`config.mk`:
```
export PLATFORM = sky130hd
export DESIGN_NAME = block_processor
export DESIGN_NICKNAME = d
export VERILOG_FILES = /design/src/rtl/block_processor.sv
export SDC_FILE = /design/constraint.sdc
export NUM_CORES = 2
export LEC_CHECK = 0
export ABC_AREA = 1
export BUFFER_PORTS_ARGS = -buffer_cell sky130_fd_sc_hd__clkbuf_2
export CORE_ASPECT_RATIO = 1.5
export CORE_MARGIN = 2
export CORE_UTILIZATION = 55
export DETAILED_ROUTE_END_ITERATION = 16
export GPL_ROUTABILITY_DRIVEN = 0
export PLACE_DENSITY = 0.72
export SYNTH_ARGS = -nofsm -noshare
export SYNTH_HDL_FRONTEND = slang
export SYNTH_SLANG_ARGS = --single-unit
```
`constraint.sdc`:
```
create_clock -name i_Clock -period 14.6 [get_ports i_Clock]
set_input_delay 1.46 -clock i_Clock [delete_from_list [all_inputs] [get_ports i_Clock]]
set_output_delay 1.46 -clock i_Clock [all_outputs]
set_load 0.05 [all_outputs]
```
`src/rtl/block_processor.sv`:
```
// Block-product processing element: accepts a (row, column) index pair, fetches
// row r of A and column c of B over the shared bus, and writes C[r][c] back.
module block_processor #(
    parameter int index_width     = 8,
    parameter int greek_size      = 8,
    parameter int memory_size_log = 10,
    parameter int A_BASE          = 2,
    parameter int B_BASE          = 256,
    parameter int C_BASE          = 512
) (
    input  logic                       i_Clock,
    input  logic                       i_Reset,
    input  logic                       i_Indexes_Ready,
    input  logic [index_width-1:0]     i_Row_Index,
    input  logic [index_width-1:0]     i_Column_Index,
    input  logic [greek_size-1:0]      i_Gamma,
    input  logic [greek_size-1:0]      i_Mu,
    output logic                       o_Indexes_Received,
    output logic                       o_Grant_Request,
    input  logic                       i_Grant,
    output logic [memory_size_log-1:0] o_Memory_Address,
    input  logic [31:0]                i_Memory_Read_Data,
    output logic [31:0]                o_Memory_Write_Data,
    output logic                       o_Write_Enable,
    output logic                       o_Result_Ready
);

    typedef enum logic [3:0] {
        IDLE, ACK, REQ_READ, FETCH_A, FETCH_B, MAC, REQ_WRITE, WRITE, DONE
    } state_t;

    state_t                    state_q, state_d;
    logic [index_width-1:0]    row_q, row_d, col_q, col_d;
    logic [greek_size-1:0]     gamma_q, gamma_d, mu_q, mu_d, k_q, k_d;
    logic [greek_size:0]       k_inc;
    logic [31:0]               acc_q, acc_d, a_op_q, a_op_d, product;

    logic                      ack_d, req_d, we_d, ready_d;
    logic [memory_size_log-1:0] addr_d, a_addr, b_addr, c_addr;
    logic [31:0]               wdata_d;

    // Low 32 bits of a two's-complement product equal those of the unsigned one.
    assign product = a_op_q * i_Memory_Read_Data;
    assign k_inc   = {1'b0, k_q} + 1'b1;

    assign a_addr = memory_size_log'(32'(A_BASE) + 32'(row_q) * 32'(gamma_q) + 32'(k_d));
    assign b_addr = memory_size_log'(32'(B_BASE) + 32'(k_d) * 32'(mu_q) + 32'(col_q));
    assign c_addr = memory_size_log'(32'(C_BASE) + 32'(row_q) * 32'(mu_q) + 32'(col_q));

    always_comb begin
        // NOTE: every variable gets a default first so no path can infer a latch.
        state_d = state_q;
        row_d   = row_q;
        col_d   = col_q;
        gamma_d = gamma_q;
        mu_d    = mu_q;
        k_d     = k_q;
        acc_d   = acc_q;
        a_op_d  = a_op_q;

        unique case (state_q)
            IDLE, DONE: begin
                if (i_Indexes_Ready) begin
                    row_d   = i_Row_Index;
                    col_d   = i_Column_Index;
                    gamma_d = i_Gamma;
                    mu_d    = i_Mu;
                    acc_d   = '0;
                    k_d     = '0;
                    state_d = ACK;
                end
            end
            ACK: state_d = REQ_READ;
            REQ_READ: begin
                if (gamma_q == '0) state_d = REQ_WRITE;
                else if (i_Grant)  state_d = FETCH_A;
            end
            FETCH_A: state_d = i_Grant ? FETCH_B : REQ_READ;
            FETCH_B: begin
                if (i_Grant) begin
                    a_op_d  = i_Memory_Read_Data;
                    state_d = MAC;
                end else begin
                    state_d = REQ_READ;
                end
            end
            MAC: begin
                acc_d   = acc_q + product;
                k_d     = k_inc[greek_size-1:0];
                state_d = (k_inc == {1'b0, gamma_q}) ? REQ_WRITE : FETCH_A;
            end
            REQ_WRITE: if (i_Grant) state_d = WRITE;
            WRITE:     state_d = DONE;
            default:   state_d = IDLE;
        endcase

        // Outputs are registered, so they are decoded from the state being entered.
        ack_d   = (state_d == ACK);
        req_d   = state_d inside {REQ_READ, FETCH_A, FETCH_B, MAC, REQ_WRITE, WRITE};
        we_d    = (state_d == WRITE);
        ready_d = (state_d == DONE);
        addr_d  = '0;
        wdata_d = '0;
        case (state_d)
            FETCH_A: addr_d = a_addr;
            FETCH_B: addr_d = b_addr;
            WRITE: begin
                addr_d  = c_addr;
                wdata_d = acc_d;
            end
            default: ;
        endcase
    end

    always_ff @(posedge i_Clock) begin
        // NOTE: non-blocking assignments keep every register updating from pre-edge values.
        if (i_Reset) begin
            state_q             <= IDLE;
            row_q               <= '0;
            col_q               <= '0;
            gamma_q             <= '0;
            mu_q                <= '0;
            k_q                 <= '0;
            acc_q               <= '0;
            a_op_q              <= '0;
            o_Indexes_Received  <= 1'b0;
            o_Grant_Request     <= 1'b0;
            o_Write_Enable      <= 1'b0;
            o_Result_Ready      <= 1'b0;
            o_Memory_Address    <= '0;
            o_Memory_Write_Data <= '0;
        end else begin
            state_q             <= state_d;
            row_q               <= row_d;
            col_q               <= col_d;
            gamma_q             <= gamma_d;
            mu_q                <= mu_d;
            k_q                 <= k_d;
            acc_q               <= acc_d;
            a_op_q              <= a_op_d;
            o_Indexes_Received  <= ack_d;
            o_Grant_Request     <= req_d;
            o_Write_Enable      <= we_d;
            o_Result_Ready      <= ready_d;
            o_Memory_Address    <= addr_d;
            o_Memory_Write_Data <= wdata_d;
        end
    end

endmodule
```
==> flow_metrics.tcl <==
set metrics [dict create \
    status "completed" \
    synth_area_leaders "fa_1 (38%), inv_1 (15%), nand2_1 (13%)" \
    critPathKind "input pin to register" \
    drtAntennaViolNets 0 \
    critPathMaxFanout 34 \
    diodes 0 \
    fin_nets 4524 \
    ys_seq_area_share_pct 11.0 \
    slew_violations 0 \
    grt_pass1_wl_mm 123 \
    avgViaCountPerCell 5.16 \
    cts_resized 0 \
    grt_usage_pct 30.0 \
    yosysUniqueCellTypes 51 \
    setup_viol 0 \
    die_h_microns 280 \
    max_freq_ghz 0.122 \
    crit_family "adder cells" \
    wl_met2_mm 38.5 \
    gr-total-overflow 0 \
    portBuffers 113 \
    p_leak_uw 0.0175 \
    design_area_sq_mm 0.0295 \
    clk_pin_slew_ns 0.07 \
    worst_hold_path.num_cells 2 \
    end_kind "register" \
    routedWlPerCell_microns 16.9 \
    postCtsHoldBufs 0 \
    yosys-top-cells-count "inv_1 (1138), nand2_1 (960), fa_1 (531)" \
    drt_iter0_markers 1296 \
    grt_setup_unrepaired "no" \
    yosysMostFrequentCell "inv_1" \
    syn-num-nets 4547 \
    worst_pin_slew_ns 0.922 \
    post_cts_buffers 0 \
    p_total_uw 1430 \
    start_kind "input pin" \
    maxUsedRoutingLayer "met4" \
    peakVddDrop_uv 94.6 \
    area_delta_synth_final_pct 5.33 \
    hold_class "register to register" \
    maxCapViolCount 0 \
    synth_edf_count 0 \
    clk_latency_ns 0.48 \
    rows 101 \
    syn_area_sq_mm 0.0280 \
    grt_max_degree 71 \
    period_needed_ns 8.19 \
    yosysWarningCount 0 \
    drive_gt1_share_pct 5.38 \
    required_ns 14.94 \
    dp_hpwl_mm 59.5 \
    hold_viol 0 \
    path_buf_inv 7 \
    antenna_found_initial 0 \
    core_sq_mm 0.0504 \
    slew_headroom_pct 38.4 \
    syn_inst 3765 \
    die_area_sq_mm 0.0527 \
    placed_cell_area_sq_mm 0.0289 \
    numCtsBuffers 17 \
    crit_path_top_delay_cell "clkbuf_2" \
    min_from "a_op_q[8]$_SDFFE_PP0P_" \
    synth_top_area_share_pct 38.0 \
    initial_core_util_pct 55.5 \
    r2r-end "acc_q[28]$_SDFF_PP0_" \
    power_per_cell_area_mw_per_mm2 48.6 \
    cpMostUsedCell "fa_1" \
    grt_pass1_vias 23900 \
    wl_met3_mm 4.61 \
    whs_ns 0.462 \
    ys.flop_type "dfxtp_1" \
    synth_seq_cells 154 \
    r2r-start "a_op_q[9]$_SDFFE_PP0P_" \
    num_io_pins 114 \
    setup-tns-final_ns 0 \
    htree_num_levels 4 \
    crit_arrival_ns 8.52 \
    wl_met1_mm 26.9 \
    reg2reg_slack_ns 7.13 \
    hold_end "a_op_q[8]$_SDFFE_PP0P_" \
    route.vias.total 22800 \
    drtPass1Iterations 5 \
    clockBufferDepth 2 \
    fin_skew_ns 0.0155 \
    post-route-drc-count 0 \
    cts_tree "yes" \
    reg2regPathDepth 31 \
    fin_crit_sh_pct 56.1 \
    root_buffer "clkbuf_16" \
    max_stage_delay_ns 0.65 \
    syn_area_per_cell_sq_um 7.43 \
    finalWirelength_mm 74.6 \
    synth_largest_area_cell "fa_1" \
    ys_async_sr_fraction_pct 0 \
    die_x_microns 188 \
    cts_sinks 154 \
]
## power breakdown
| group | internal, uW | total (uW) | switching, uW | leakage [uW] |
|---|---|---|---|---|
| clock network | 243 | 467 | 224 | 0.000288 |
| registers | 439 | 482 | 43.8 | 0.00125 |
| logic | 160 | 482 | 323 | 0.0160 |
| total | 842 | 1430 | 590 | 0.0175 |
## how the worst max path moves through the flow
stage | start | endpoint | slack [ns] | cells past startpoint
floorplan | i_Memory_Read_Data[6] | acc_q[28]$_SDFF_PP0_ | 6.70 | 32
global placement | i_Memory_Read_Data[0] | acc_q[28]$_SDFF_PP0_ | 6.08 | 31
detailed placement | i_Memory_Read_Data[0] | acc_q[28]$_SDFF_PP0_ | 5.96 | 29
CTS | i_Memory_Read_Data[0] | acc_q[28]$_SDFF_PP0_ | 6.46 | 29
global route | i_Memory_Read_Data[0] | acc_q[28]$_SDFF_PP0_ | 6.00 | 29
finish | i_Memory_Read_Data[0] | acc_q[28]$_SDFF_PP0_ | 6.41 | 29
## stage by stage
step                      std cells  setup slack, ns  util, %
after floorplan                3765             6.70        -
after global placement         4392             6.08     57.3
after detailed placement       4392             5.96     57.3
after CTS                      4424             6.46     58.5
after global routing           4424             6.00     58.5
final                          4424             6.41     58.5
## worst min-delay path, delay by kind of cell, from the launching register on
family / cells / cell delay [ns]
compound gates: 1 / 0.05
flops: 1 / 0.31
simple gates: 1 / 0.06
## logic make-up (layout without fill, tap and decap cells)
group,Yosys count,count (layout),share of synthesized area (%)
fa+ha+maj,714,714,46.2
compound gates,262,262,5.12
xor+xnor,54,54,1.69
simple gates,1258,1258,18.2
buf+inv,1323,1313,17.8
flops,154,154,11.0
## per-layer routing
metal	vias to the layer above	global-route usage, %
met1	11100	34.2
li1	10600	-
met2	807	54.3
met3	262	3.73
met5	-	0
met4	0	17.2
## cell type report
class                      count  area (sq um)
inverter                    1148          4320
clock buffer                  17           425
multi-input combinational   2288         19900
timing repair buffer         133           718
clock inverter                15           179
sequential                   154          3080
tap                          669           837
fill                        4631         20900
## cells in the final DEF, fill, tap and decap left out, types with 25 or more instances in the layout
cell type,n
clkbuf_2,112
nand3_1,116
nor2_1,120
o21ai_0,67
nand2_1,960
ha_1,183
fa_1,531
xnor2_1,29
xor2_1,25
inv_1,1138
a21oi_1,144
dfxtp_1,153
## flip-flops by register name, summed over array words and instances (netlist names)
signal               cells
acc_q                   32
o_Result_Ready           1
row_q                    8
o_Grant_Request          1
k_q                      8
mu_q                     8
o_Memory_Address        10
o_Write_Enable           1
o_Memory_Write_Data     32
o_Indexes_Received       1
a_op_q                  32
gamma_q                  8
state_q                  4
col_q                    8
Power figures use the tool's default switching activity.
